===== src/rtl/mem_stage_ctrl.sv =====
// Memory-stage controller: runs X/M loads/stores against a variable-latency memory,
// stalling upstream while busy. Optional timeout abort guarded by MEM_TIMEOUT_EN.
module mem_stage_ctrl #(
  parameter int unsigned TIMEOUT_CYCLES = 16
) (
  input  logic        clk,
  input  logic        rst,
  input  logic        RegWrite_in,
  input  logic        MemRead_in,
  input  logic        MemWrite_in,
  input  logic        halt_in,
  input  logic [15:0] ALUresult_in,
  input  logic [15:0] b_in,
  input  logic [3:0]  Source2_in,
  input  logic        RegWrite_w,
  input  logic [3:0]  reg_dest_w,
  input  logic [15:0] wb_data_w,
  output logic        mem_en,
  output logic        mem_wr,
  output logic [15:0] mem_addr,
  output logic [15:0] mem_wdata,
  input  logic [15:0] mem_rdata,
  input  logic        mem_data_valid,
  output logic        mem_stall,
  output logic        RegWrite_out,
  output logic [15:0] read_data_out,
  output logic        mem_err
);

  typedef enum logic [0:0] {StIdle, StBusy} state_e;

  state_e      state_q, state_d;
  logic [15:0] wdata_q, wdata_d;
  logic        access;
  logic        fwd;
  logic [15:0] fwd_data;
  logic        timeout;

  assign access   = (MemRead_in | MemWrite_in) & ~halt_in;
  assign fwd      = RegWrite_w & (reg_dest_w == Source2_in) & (reg_dest_w != 4'd0);
  assign fwd_data = fwd ? wb_data_w : b_in;

`ifdef MEM_TIMEOUT_EN
  localparam int unsigned CntW = $clog2(TIMEOUT_CYCLES + 1);

  logic [CntW-1:0] cnt_q, cnt_d;
  logic            err_q;

  // Fires in the last allowed BUSY cycle so the stall can be released in that cycle.
  assign timeout = (state_q == StBusy) & ~mem_data_valid &
                   ((32'(cnt_q) + 32'd1) >= TIMEOUT_CYCLES);

  always_comb begin
    cnt_d = cnt_q;
    if (state_q == StIdle) begin
      if (access) cnt_d = '0;
    end else if (!mem_data_valid && (cnt_q != CntW'(TIMEOUT_CYCLES))) begin
      cnt_d = cnt_q + 1'b1;
    end
  end

  always_ff @(posedge clk or posedge rst) begin
    if (rst) begin
      cnt_q <= '0;
      err_q <= 1'b0;
    end else begin
      cnt_q <= cnt_d;
      err_q <= err_q | timeout;
    end
  end

  assign mem_err = err_q;
`else
  assign timeout = 1'b0;
  assign mem_err = 1'b0;
`endif

  always_ff @(posedge clk or posedge rst) begin
    if (rst) begin
      state_q <= StIdle;
      wdata_q <= 16'h0000;
    end else begin
      state_q <= state_d;
      wdata_q <= wdata_d;
    end
  end

  always_comb begin
    state_d = state_q;
    wdata_d = wdata_q;
    unique case (state_q)
      StIdle: begin
        if (access) begin
          state_d = StBusy;
          wdata_d = fwd_data;
        end
      end
      StBusy: begin
        if (mem_data_valid || timeout) state_d = StIdle;
      end
      default: state_d = StIdle;
    endcase
  end

  always_comb begin
    mem_en        = 1'b0;
    mem_wr        = 1'b0;
    mem_addr      = ALUresult_in;
    mem_wdata     = fwd_data;
    mem_stall     = 1'b0;
    read_data_out = 16'h0000;
    unique case (state_q)
      StIdle: begin
        if (access) begin
          mem_en    = 1'b1;
          mem_wr    = MemWrite_in;
          mem_stall = 1'b1;
        end
      end
      StBusy: begin
        // W stage has moved on; store data comes from the captured copy.
        mem_en    = 1'b1;
        mem_wr    = MemWrite_in;
        mem_wdata = wdata_q;
        mem_stall = ~mem_data_valid & ~timeout;
        if (mem_data_valid) read_data_out = mem_rdata;
      end
      default: ;
    endcase
  end

  assign RegWrite_out = RegWrite_in & ~mem_stall & ~timeout;

endmodule


===== config.mk =====
export PLATFORM = sky130hd
export DESIGN_NAME = mem_stage_ctrl
export DESIGN_NICKNAME = d
export VERILOG_FILES = /design/src/rtl/mem_stage_ctrl.sv
export SDC_FILE = /design/constraint.sdc
export NUM_CORES = 1
export LEC_CHECK = 0
export CAP_MARGIN = 20
export CORE_MARGIN = 2
export CORE_UTILIZATION = 23
export CTS_CLUSTER_DIAMETER = 30
export DETAILED_ROUTE_END_ITERATION = 10
export GPL_TIMING_DRIVEN = 0
export PLACE_DENSITY_LB_ADDON = 0.15
export SYNTH_ARGS = -nofsm -noshare
export SYNTH_HDL_FRONTEND = slang
export SYNTH_SLANG_ARGS = --single-unit
export TNS_END_PERCENT = 1

===== constraint.sdc =====
create_clock -name clk -period 1.2 [get_ports clk]
set_input_delay 0.12 -clock clk [delete_from_list [all_inputs] [get_ports clk]]
set_output_delay 0.12 -clock clk [all_outputs]
set_load 0.02 [all_outputs]

==> impl_metrics.tcl, run 1 <==
set metrics [dict create \
    p_per_area_nw_per_um2 1060 \
    synth_seq_area_share_pct 26.7 \
    netlist_top_cells_area "dfrtp_1 27%, o31ai_4 13%, a31oi_1 13%, buf_4 9.4%, nor2_1 8.7%" \
    cts_max_level 1 \
    grt_pass1_wl_um 10000 \
    antenna_cells 0 \
    io_buffers 115 \
    cpPeakStageDelay_ps 260 \
    clk_latency_ps 260 \
    p_leak_nw 1.47 \
    first_iter_violations 53 \
    violations "negative setup slack" \
    regArea_sq_um 425 \
    die_w_um 87.2 \
    final_nets 410 \
    critical-path-top-delay-family "buffers and inverters" \
    fmax_ghz 0.635 \
    clkTransAtPathRegs_ps 70 \
    ys_ff_latch 17 \
    hold_violations 0 \
    cts_buffers 3 \
    cp.arrival_ps 1450 \
    grt-ovfl-total 0 \
    clock-sinks 17 \
    core_sq_um 6760 \
    dieHeight_um 87.2 \
    drt_wl_total_um 6550 \
    final_cells 409 \
    netlist_area_sq_um 1590 \
    yosys_warnings 0 \
    initial_utilization_pct 23.6 \
    drv_cap 0 \
    endpoint_kind "output pin" \
    antenna_found_initial 0 \
    critPathRequiredTime_ps 1080 \
    hpwl_um 4480 \
    avgSynthCellArea_sq_um 8.51 \
    peakVddDrop_mv 0.515 \
    die_area_sq_um 7600 \
    path_buf_inv 4 \
    synth_top_area_share_pct 26.7 \
    fin_util_pct 54.4 \
    syn_nets 267 \
    criticalPathCategory "input port to output pin" \
    grt_max_degree 18 \
    via_per_inst 4.89 \
    synth_cell_types 27 \
    final-setup-viol-count 50 \
    total_power_w 0.00389 \
    clock_skew_ps 0.507 \
    drt.antenna.violating_nets 0 \
    hp-class "input port to asynchronous set/reset pin" \
    dr.pass1.iters 4 \
    cp-start-kind "input port" \
    vias 1998 \
    drive_gt1_share_pct 46.5 \
    grt_usage_pct 16.8 \
    rsz0062_at_grt "yes" \
    path_common_cell "buf_6" \
    cts_root_buf "clkbuf_8" \
    setup_ws_ps -375 \
    nFillCells 618 \
    drc_errors 0 \
    cts_buffer_depth 2 \
    area_delta_synth_final_pct 131 \
    critPathSlowestCell "o31ai_4" \
    grt_pass1_vias 1993 \
    period_share_pct 131 \
    cts_tree "built" \
    rows 30 \
    multi_input_area_sq_um 1330 \
    io_pins 133 \
    fin_crit_ps 1570 \
    slew_headroom_pct 52.7 \
    status "complete, but fails checks" \
    maxSlewViolCount 0 \
    tightest_slew_ps 709 \
    yosysTopAreaCell "dfrtp_1" \
    netlist_instances 187 \
    wire_per_inst_um 16.0 \
    critPathMaxFanout 6 \
    gp_congestion 0.733 \
    crit_path_cell_trace "buf_8, xor2_4, or2_1, buf_6, buf_12, o31ai_4, a31oi_4, buf_6" \
    dp_cells 382 \
]
[worst register-to-register path, cell delays in order, from the launching register on]
cell     delay [ps]
dfrtp_1         400
buf_4           150
nor3_4          230
buf_6           200
nor2_1           70
a31oi_1         140
[report_power, final]
group          internal (W)  switching [W]  total [W]
Clock              0.000236       0.000210   0.000447
Combinational       0.00133        0.00127    0.00260
Sequential         0.000750      0.0000937   0.000843
[routing by layer]
layer	wire length [um]	vias to the layer above	global-route usage, %
met3	407	5	2.37
met4	51	0	2.52
li1	-	964	-
met1	2830	940	21.8
met5	0	-	0
met2	3270	89	30.2
[through the flow]
step / setup WS (ps) / setup TNS (ps) / area, sq um / hold WS (ps)
final: -375 / -8800 / 3670 / 277
after global routing: -422 / -11380 / 3670 / 337
after CTS: -445 / -11110 / 3520 / 308
after detailed placement: -1480 / -45050 / 3100 / 544
after global placement: -1490 / -44850 / 3100 / 533
after floorplan: -87.0 / -2220 / 1850 / 46.1
[cell usage after synthesis, drive strengths merged]
master	count
a31oi	32
o21ba	1
o31ai	16
clkbuf	10
nor3	2
conb	1
dfrtp	17
nand2b	1
inv	3
nor2b	1
nor2	37
nand3	1
o21bai	1
xor2	2
buf	25
nand4	16
or2	1
o21a	1
xnor2	1
and3	17
and2	1
[flip-flops by register name, summed over array words and instances, names as in the netlist]
name,count
state_q,1
wdata_q,16
[cell usage in the layout, fill, tap and decap left out, types with 2 or more instances in the layout]
| master | count |
|---|---|
| dlygate4sd2_1 | 4 |
| clkbuf_4 | 2 |
| buf_8 | 4 |
| buf_4 | 39 |
| nor3_4 | 2 |
| buf_16 | 2 |
| a31oi_1 | 16 |
| a31oi_4 | 13 |
| o31ai_4 | 15 |
| and3_4 | 5 |
| nor2_2 | 3 |
| nand4_1 | 16 |
| clkbuf_16 | 2 |
| clkbuf_8 | 4 |
| inv_1 | 2 |
| clkdlybuf4s50_1 | 69 |
| nor2_1 | 33 |
| and3_1 | 12 |
| buf_2 | 16 |
| dfrtp_1 | 17 |
| a31oi_2 | 3 |
| buf_6 | 24 |
| buf_12 | 8 |
[worst paths after layout]
check                                       start                      end  slack [ps]  cells past startpoint
max in group asynchronous                     rst  wdata_q[15]$_DFFE_PP0P_         470                      2
setup / recovery                    Source2_in[2]            mem_wdata[12]        -370                      8
hold reg to reg            wdata_q[6]$_DFFE_PP0P_   wdata_q[6]$_DFFE_PP0P_         550                      2
hold / removal                                rst  wdata_q[14]$_DFFE_PP0P_         280                      2
setup reg to reg                state_q$_DFF_PP0_   wdata_q[5]$_DFFE_PP0P_         -50                      5
min in group clk                    Source2_in[0]   wdata_q[1]$_DFFE_PP0P_         360                      4
[what timing repair did]
item	in CTS	in global routing
pin swaps	26	25
gates resized for setup	251	35
endpoints found under the setup margin	52	52
setup buffers	14	5
hold buffers	0	0
gates cloned	4	0
[final cells by class]
type / instances / area share, %
repair buffers: 138 / 37.5
inverters: 3 / 0.443
multi-input cells: 132 / 36.1
plain buffers: 35 / 10.4
clock buffers: 4 / 1.23
flip-flops and latches: 17 / 11.6
well taps: 80 / 2.73
[cells by family (layout without fill, tap and decap cells)]
logic type                after synthesis  in the layout  share of synthesized area, %
AOI/OAI and AO/OA                      51             51                          30.6
and+or+nand+nor                        77             77                          24.5
buffers and inverters                  38            180                          16.3
DFF                                    17             17                          26.7
other                                   1              1                         0.236
xor gates and xnor gates                3              3                          1.65
(Power assumes the default switching activity.)
==> run 2: changes to the inputs <==
--- a/config.mk
+++ b/config.mk
@@ -12,6 +12,7 @@
 export DETAILED_ROUTE_END_ITERATION = 10
 export GPL_TIMING_DRIVEN = 0
 export PLACE_DENSITY_LB_ADDON = 0.15
+export SETUP_SLACK_MARGIN = 0.15
 export SYNTH_ARGS = -nofsm -noshare
 export SYNTH_HDL_FRONTEND = slang
 export SYNTH_SLANG_ARGS = --single-unit
==> results of run 2 <==
Final layout, timing and power as in run 1 (identical DEF).
==> run 3: changes to the inputs <==
--- a/config.mk
+++ b/config.mk
@@ -9,6 +9,7 @@
 export CORE_MARGIN = 2
 export CORE_UTILIZATION = 23
 export CTS_CLUSTER_DIAMETER = 30
+export CTS_CLUSTER_SIZE = 25
 export DETAILED_ROUTE_END_ITERATION = 10
 export GPL_TIMING_DRIVEN = 0
 export PLACE_DENSITY_LB_ADDON = 0.15
==> results of run 3 <==
Final layout, timing and power as in run 1 (identical DEF).
